File: config.mk
export PLATFORM = sky130hd
export DESIGN_NAME = matrix_wb_bridge
export DESIGN_NICKNAME = d
export VERILOG_FILES = /design/src/rtl/matrix_wb_bridge.sv
export SDC_FILE = /design/constraint.sdc
export NUM_CORES = 1
export LEC_CHECK = 0
export CORE_MARGIN = 2
export CORE_UTILIZATION = 25
export CTS_CLUSTER_SIZE = 8
export DETAILED_ROUTE_END_ITERATION = 10
export PLACE_DENSITY = 0.58
export SLEW_MARGIN = 20
export SYNTH_ARGS = -nofsm -noshare
export SYNTH_HDL_FRONTEND = slang
export SYNTH_SLANG_ARGS = --single-unit
File: constraint.sdc
create_clock -name CLOCK_25 -period 3.6 [get_ports CLOCK_25]
set_input_delay 0.36 -clock CLOCK_25 [delete_from_list [all_inputs] [get_ports CLOCK_25]]
set_output_delay 0.36 -clock CLOCK_25 [all_outputs]
set_load 0.01 [all_outputs]
File: src/rtl/matrix_wb_bridge.sv
// Wishbone slave front-end for Matrix_TOP: turns single-word bus cycles into the
// accelerator's address/data/we pulse protocol and polls for completion after a start.
module matrix_wb_bridge #(
   parameter int unsigned WE_HOLD_CYCLES = 3,
   parameter int unsigned RD_LATENCY     = 2
) (
   input  logic        CLOCK_25,
   input  logic        RESET_N,
   input  logic [31:0] i_wb_adr,
   input  logic [31:0] i_wb_dat,
   input  logic [3:0]  i_wb_sel,
   input  logic        i_wb_we,
   input  logic        i_wb_cyc,
   output logic [31:0] o_wb_rdt,
   output logic        o_wb_ack,
   output logic [31:0] o_mat_data,
   output logic [12:0] o_mat_address,
   output logic        o_mat_we,
   input  logic [31:0] i_mat_rdt,
   output logic        o_irq
);

   localparam int unsigned MAX_CNT = (WE_HOLD_CYCLES > RD_LATENCY) ? WE_HOLD_CYCLES : RD_LATENCY;
   localparam int unsigned CNT_W   = $clog2(MAX_CNT + 1);
   localparam logic [CNT_W-1:0] HOLD_LAST = CNT_W'(WE_HOLD_CYCLES);
   localparam logic [CNT_W-1:0] RD_LAST   = CNT_W'(RD_LATENCY);
   localparam logic [2:0]  RGN_CTRL    = 3'd0;
   localparam logic [2:0]  RGN_C       = 3'd3;
   localparam logic [2:0]  RGN_STATUS  = 3'd4;
   localparam logic [12:0] STATUS_ADDR = {3'd4, 10'd0};

   typedef enum logic [2:0] {IDLE, WSETUP, WHOLD, WCLEAR, RWAIT, ACK} state_t;

   state_t           state;
   logic [CNT_W-1:0] cnt;
   logic             start_wr;
   logic             run_pending;
   logic             poll_active;

   logic [12:0] wa_c;
   logic [2:0]  rgn_c;
   logic        req_c;
   logic        fwd_wr_c;
   logic        irq_clr_c;
   logic        poll_hit_c;
   logic        adr_unused_c;

   assign wa_c         = i_wb_adr[14:2];
   assign rgn_c        = wa_c[12:10];
   assign req_c        = i_wb_cyc & ~o_wb_ack;
   assign fwd_wr_c     = i_wb_we && (rgn_c <= RGN_C) && (i_wb_sel == 4'hF);
   assign irq_clr_c    = (state == IDLE) && req_c && i_wb_we && (rgn_c == RGN_STATUS) && i_wb_dat[0];
   assign poll_hit_c   = (state == IDLE) && !req_c && run_pending && poll_active &&
                         (cnt >= RD_LAST) && i_mat_rdt[0];
   assign adr_unused_c = ^{i_wb_adr[31:15], i_wb_adr[1:0]};

   // Bus FSM, matrix strobe timing and done polling share one counter.
   always_ff @(posedge CLOCK_25 or negedge RESET_N) begin
      if (!RESET_N) begin
         state         <= IDLE;
         cnt           <= '0;
         start_wr      <= 1'b0;
         run_pending   <= 1'b0;
         poll_active   <= 1'b0;
         o_wb_rdt      <= '0;
         o_wb_ack      <= 1'b0;
         o_mat_data    <= '0;
         o_mat_address <= '0;
         o_mat_we      <= 1'b0;
         o_irq         <= 1'b0;
      end else begin
         // A done hit beats a simultaneous write-one-to-clear.
         o_irq <= poll_hit_c | (o_irq & ~irq_clr_c);
         case (state)
            IDLE: begin
               if (req_c) begin
                  o_mat_address <= wa_c;
                  o_mat_data    <= i_wb_dat;
                  poll_active   <= 1'b0;
                  start_wr      <= fwd_wr_c && (rgn_c == RGN_CTRL) && i_wb_dat[31];
                  cnt           <= CNT_W'(1);
                  if (fwd_wr_c) begin
                     state <= WSETUP;
                  end else if (!i_wb_we && (rgn_c <= RGN_STATUS)) begin
                     state <= RWAIT;
                  end else begin
                     if (!i_wb_we) o_wb_rdt <= '0;
                     o_wb_ack <= 1'b1;
                     state    <= ACK;
                  end
               end else if (run_pending) begin
                  if (!poll_active) begin
                     o_mat_address <= STATUS_ADDR;
                     poll_active   <= 1'b1;
                     cnt           <= CNT_W'(1);
                  end else if (cnt >= RD_LAST) begin
                     if (i_mat_rdt[0]) begin
                        run_pending <= 1'b0;
                        poll_active <= 1'b0;
                     end
                  end else begin
                     cnt <= cnt + CNT_W'(1);
                  end
               end
            end
            // WCLEAR doubles as the setup cycle of the start-clear write.
            WSETUP, WCLEAR: begin
               o_mat_we <= 1'b1;
               cnt      <= CNT_W'(1);
               state    <= WHOLD;
            end
            WHOLD: begin
               if (cnt == HOLD_LAST) begin
                  o_mat_we <= 1'b0;
                  if (start_wr && o_mat_data[31]) begin
                     o_mat_data[31] <= 1'b0;
                     state          <= WCLEAR;
                  end else begin
                     if (start_wr) run_pending <= 1'b1;
                     o_wb_ack <= i_wb_cyc;
                     state    <= ACK;
                  end
               end else begin
                  cnt <= cnt + CNT_W'(1);
               end
            end
            RWAIT: begin
               if (cnt == RD_LAST) begin
                  o_wb_rdt <= i_mat_rdt;
                  o_wb_ack <= i_wb_cyc;
                  state    <= ACK;
               end else begin
                  cnt <= cnt + CNT_W'(1);
               end
            end
            ACK: begin
               o_wb_ack <= 1'b0;
               state    <= IDLE;
            end
            default: state <= IDLE;
         endcase
      end
   end

endmodule
==> impl_metrics.env <==
export IMPL_start_util_pct=25.8
export IMPL_combinationalPowerShare_pct=43.7
export IMPL_hold_violations=0
export IMPL_grt_max_degree=78
export IMPL_yosys_warnings=0
export IMPL_layout_common_cells="clkdlybuf4s50_1, nand2_1, dfrtp_1"
export IMPL_cts_tree="built"
export IMPL_route_antenna_remaining_nets=0
export IMPL_clockBufferDepth=2
export IMPL_hpwl_um=7090
export IMPL_period_minus_slack_ns=2.16
export IMPL_first_global_vias=3107
export IMPL_drt_iter0_drc=188
export IMPL_numPortBuffers=164
export IMPL_first_pass_iters=4
export IMPL_drt_wl_total_um=10400
export IMPL_tns_ns=0
export IMPL_clock_sinks=88
export IMPL_synth_compound_area_share_pct=17.7
export IMPL_max_slew_margin_pct=27.1
export IMPL_final_common_cell="clkdlybuf4s50_1"
export IMPL_synth_nets=439
export IMPL_via_count=3087
export IMPL_p_leak_nw=2.60
export IMPL_synth_area_mm2=0.00361
export IMPL_setup_violations_final=0
export IMPL_wl_per_cell_um=15.3
export IMPL_skew_ns=0.00960
export IMPL_slew_viol_final=0
export IMPL_finalWeightedCongestion=0.803
export IMPL_ios=184
export IMPL_report_power_total_mw=4.83
export IMPL_final_cells=678
export IMPL_p_int_mw=3.22
export IMPL_area_growth_pct=58.5
export IMPL_core_area_mm2=0.0140
export IMPL_htreeDepth=3
export IMPL_synth_seq_cells=88
export IMPL_track_usage_pct=13.6
export IMPL_drive_gt1_share_pct=5.42
export IMPL_setup_slack_ns=1.44
export IMPL_status="completed"
export IMPL_irDropWorstVdd_mv=0.335
export IMPL_cts_clk_slew_worst_paths_ns=0.06
export IMPL_crit_slowest_cell="dfrtp_1"
export IMPL_synth_simple_area_share_pct=16.3
export IMPL_power_density_mw_per_mm2=844
export IMPL_p_sw_share_pct=33.4
export IMPL_cts_resized=0
export IMPL_gr_total_overflow=0
export IMPL_die_area_mm2=0.0154
export IMPL_synth_cell_types=36
export IMPL_cp_slowest_stage_delay_ns=0.60
export IMPL_maxCapViolations=0
export IMPL_syn_instance_count=333
export IMPL_clock_latency_ns=0.34
export IMPL_min_path_type="primary input to async pin"
export IMPL_vias_per_cell=4.55
export IMPL_placed_cells=662
export IMPL_path_class="flip-flop to flip-flop"
export IMPL_crit_chain="or3_4 > nor2_8 > o22ai_1 > nand2_1 > o21ai_1"
export IMPL_path_buf_inv=0
export IMPL_ctsHoldBuffers=0
export IMPL_crit_path_start_kind="flip-flop"
export IMPL_path_delay_family="simple AND/OR/NAND/NOR gates"
export IMPL_clockPowerShare_pct=20.9
export IMPL_root_buffer="clkbuf_16"
export IMPL_fillCellCount=1344
export IMPL_syn_avg_cell_area_um2=10.8
export IMPL_required_ns=3.82
export IMPL_seq_area_frac_synth_pct=61.0
export IMPL_tightestPinTransition_ns=1.09
export IMPL_antenna_found_initial=0
export IMPL_rsz0062_at_grt="false"
export IMPL_end_kind="flip-flop"
export IMPL_core_rowCount=43
export IMPL_synth_xor_area_share_pct=0
export IMPL_arrival_ns=2.38
export IMPL_synth_top_family_by_area="compound AO/OA/AOI/OAI gates"
export IMPL_muxShareOfSynthArea_pct=0.555
export IMPL_synthAdderAreaFrac_pct=0.693
export IMPL_final_period_utilization_pct=60.1
export IMPL_p_seq_share_pct=35.5
export IMPL_critPathMaxFanout=45
export IMPL_die_x_um=124
export IMPL_post_cts_buffers=0
export IMPL_grt_pass1_wl_um=16100
export IMPL_switchingPower_mw=1.61
export IMPL_nets=599
export IMPL_drc_errors=0
export IMPL_diodes=0
export IMPL_die_h_um=124
export IMPL_fmax_mhz=462
export IMPL_place_ws_ns=1.29
export IMPL_cts_buffers_inserted=9
==> cell families (layout without fill, tap and decap cells) <==
group | Yosys count | count (layout)
DFF | 88 | 88
buffers and inverters | 24 | 189
and+or+nand+nor | 134 | 134
muxes | 2 | 2
AOI/OAI and AO/OA | 83 | 83
adders and majority gates | 2 | 2
==> area by class of cell <==
type / instances / area [um2] / area share [%]
flip-flops and latches: 88 / 2200 / 38.5
clock buffers: 12 / 246 / 4.31
multi-input cells: 221 / 1270 / 22.3
repair buffers: 169 / 1680 / 29.4
well taps: 180 / 225 / 3.94
clock inverters: 4 / 77.6 / 1.36
inverters: 4 / 15.0 / 0.262
==> per-layer routing <==
| metal | track usage, % | wire, um |
|---|---|---|
| met1 | 18.4 | 4750 |
| met2 | 20.6 | 4620 |
| met3 | 3.80 | 799 |
| met4 | 5.62 | 184 |
| met5 | 0 | 0 |
==> worst paths after layout <==
| path | startpoint | end | cells past startpoint | slack [ns] |
|---|---|---|---|---|
| setup / recovery | state[2] | o_mat_data[31] | 5 | 1.44 |
| hold / removal | RESET_N | o_mat_data[13] | 1 | 0.06 |
| setup reg to reg | state[2] | o_mat_data[31] | 5 | 1.44 |
| hold reg to reg | o_mat_data[28] | o_mat_data[28] | 2 | 0.48 |
| max in group asynchronous | RESET_N | o_wb_rdt[22] | 2 | 2.89 |
| min in group CLOCK_25 | o_mat_data[28] | o_mat_data[28] | 2 | 0.48 |
==> state kept, by name, summed over array words and instances, names as in the netlist <==
name	cells
cnt	2
o_wb_ack	1
poll_active	1
o_mat_we	1
run_pending	1
o_wb_rdt	32
o_mat_data	32
o_mat_address	13
start_wr	1
o_irq	1
state	3
==> synthesized netlist by cell type (all sizes together) <==
cell | number | area (um2)
and3 | 2 | 12.5
nor2b | 1 | 6.26
o22a | 1 | 8.76
o41ai | 2 | 25.0
o21a | 1 | 7.51
and2b | 1 | 8.76
o2bb2ai | 1 | 15.0
nor3b | 1 | 7.51
inv | 4 | 15.0
nand2b | 6 | 37.5
a21oi | 12 | 60.1
o21ai | 11 | 55.1
nor2 | 14 | 85.1
a41oi | 1 | 8.76
a31oi | 2 | 12.5
or3 | 1 | 11.3
nand2 | 103 | 387
and4b | 1 | 10.0
a32o | 1 | 10.0
a311oi | 1 | 8.76
mux2i | 2 | 20.0
nand3 | 2 | 10.0
or2 | 1 | 6.26
nand4 | 1 | 6.26
buf | 16 | 106
clkbuf | 4 | 15.0
dfrtp | 88 | 2200
o22ai | 4 | 25.0
a22o | 45 | 394
o211ai | 1 | 7.51
ha | 2 | 25.0
==> stage by stage <==
| step | cell area, um2 | hold WS, ns | utilization, % |
|---|---|---|---|
| 6_report | 5720 | 0.0630 | 40.9 |
| 5_1_grt | 5720 | 0.127 | 40.9 |
| 4_1_cts | 5720 | 0.236 | 40.9 |
| 3_5_place_dp | 5390 | 0.462 | 38.6 |
| 3_3_place_gp | 5390 | 0.460 | 38.6 |
| 2_1_floorplan | 3610 | 0.0644 | - |
==> power by group through the flow <==
stage          combinational [mW]  clock (mW)  sequential [mW]
2_1_floorplan               0.919           0             1.84
3_3_place_gp                 2.11           0             1.71
3_5_place_dp                 2.13           0             1.72
4_1_cts                      2.14        1.05             1.71
5_1_grt                      2.33        1.09             1.78
6_report                     2.11        1.01             1.71
No activity file was read; power rests on OpenSTA's default activity.
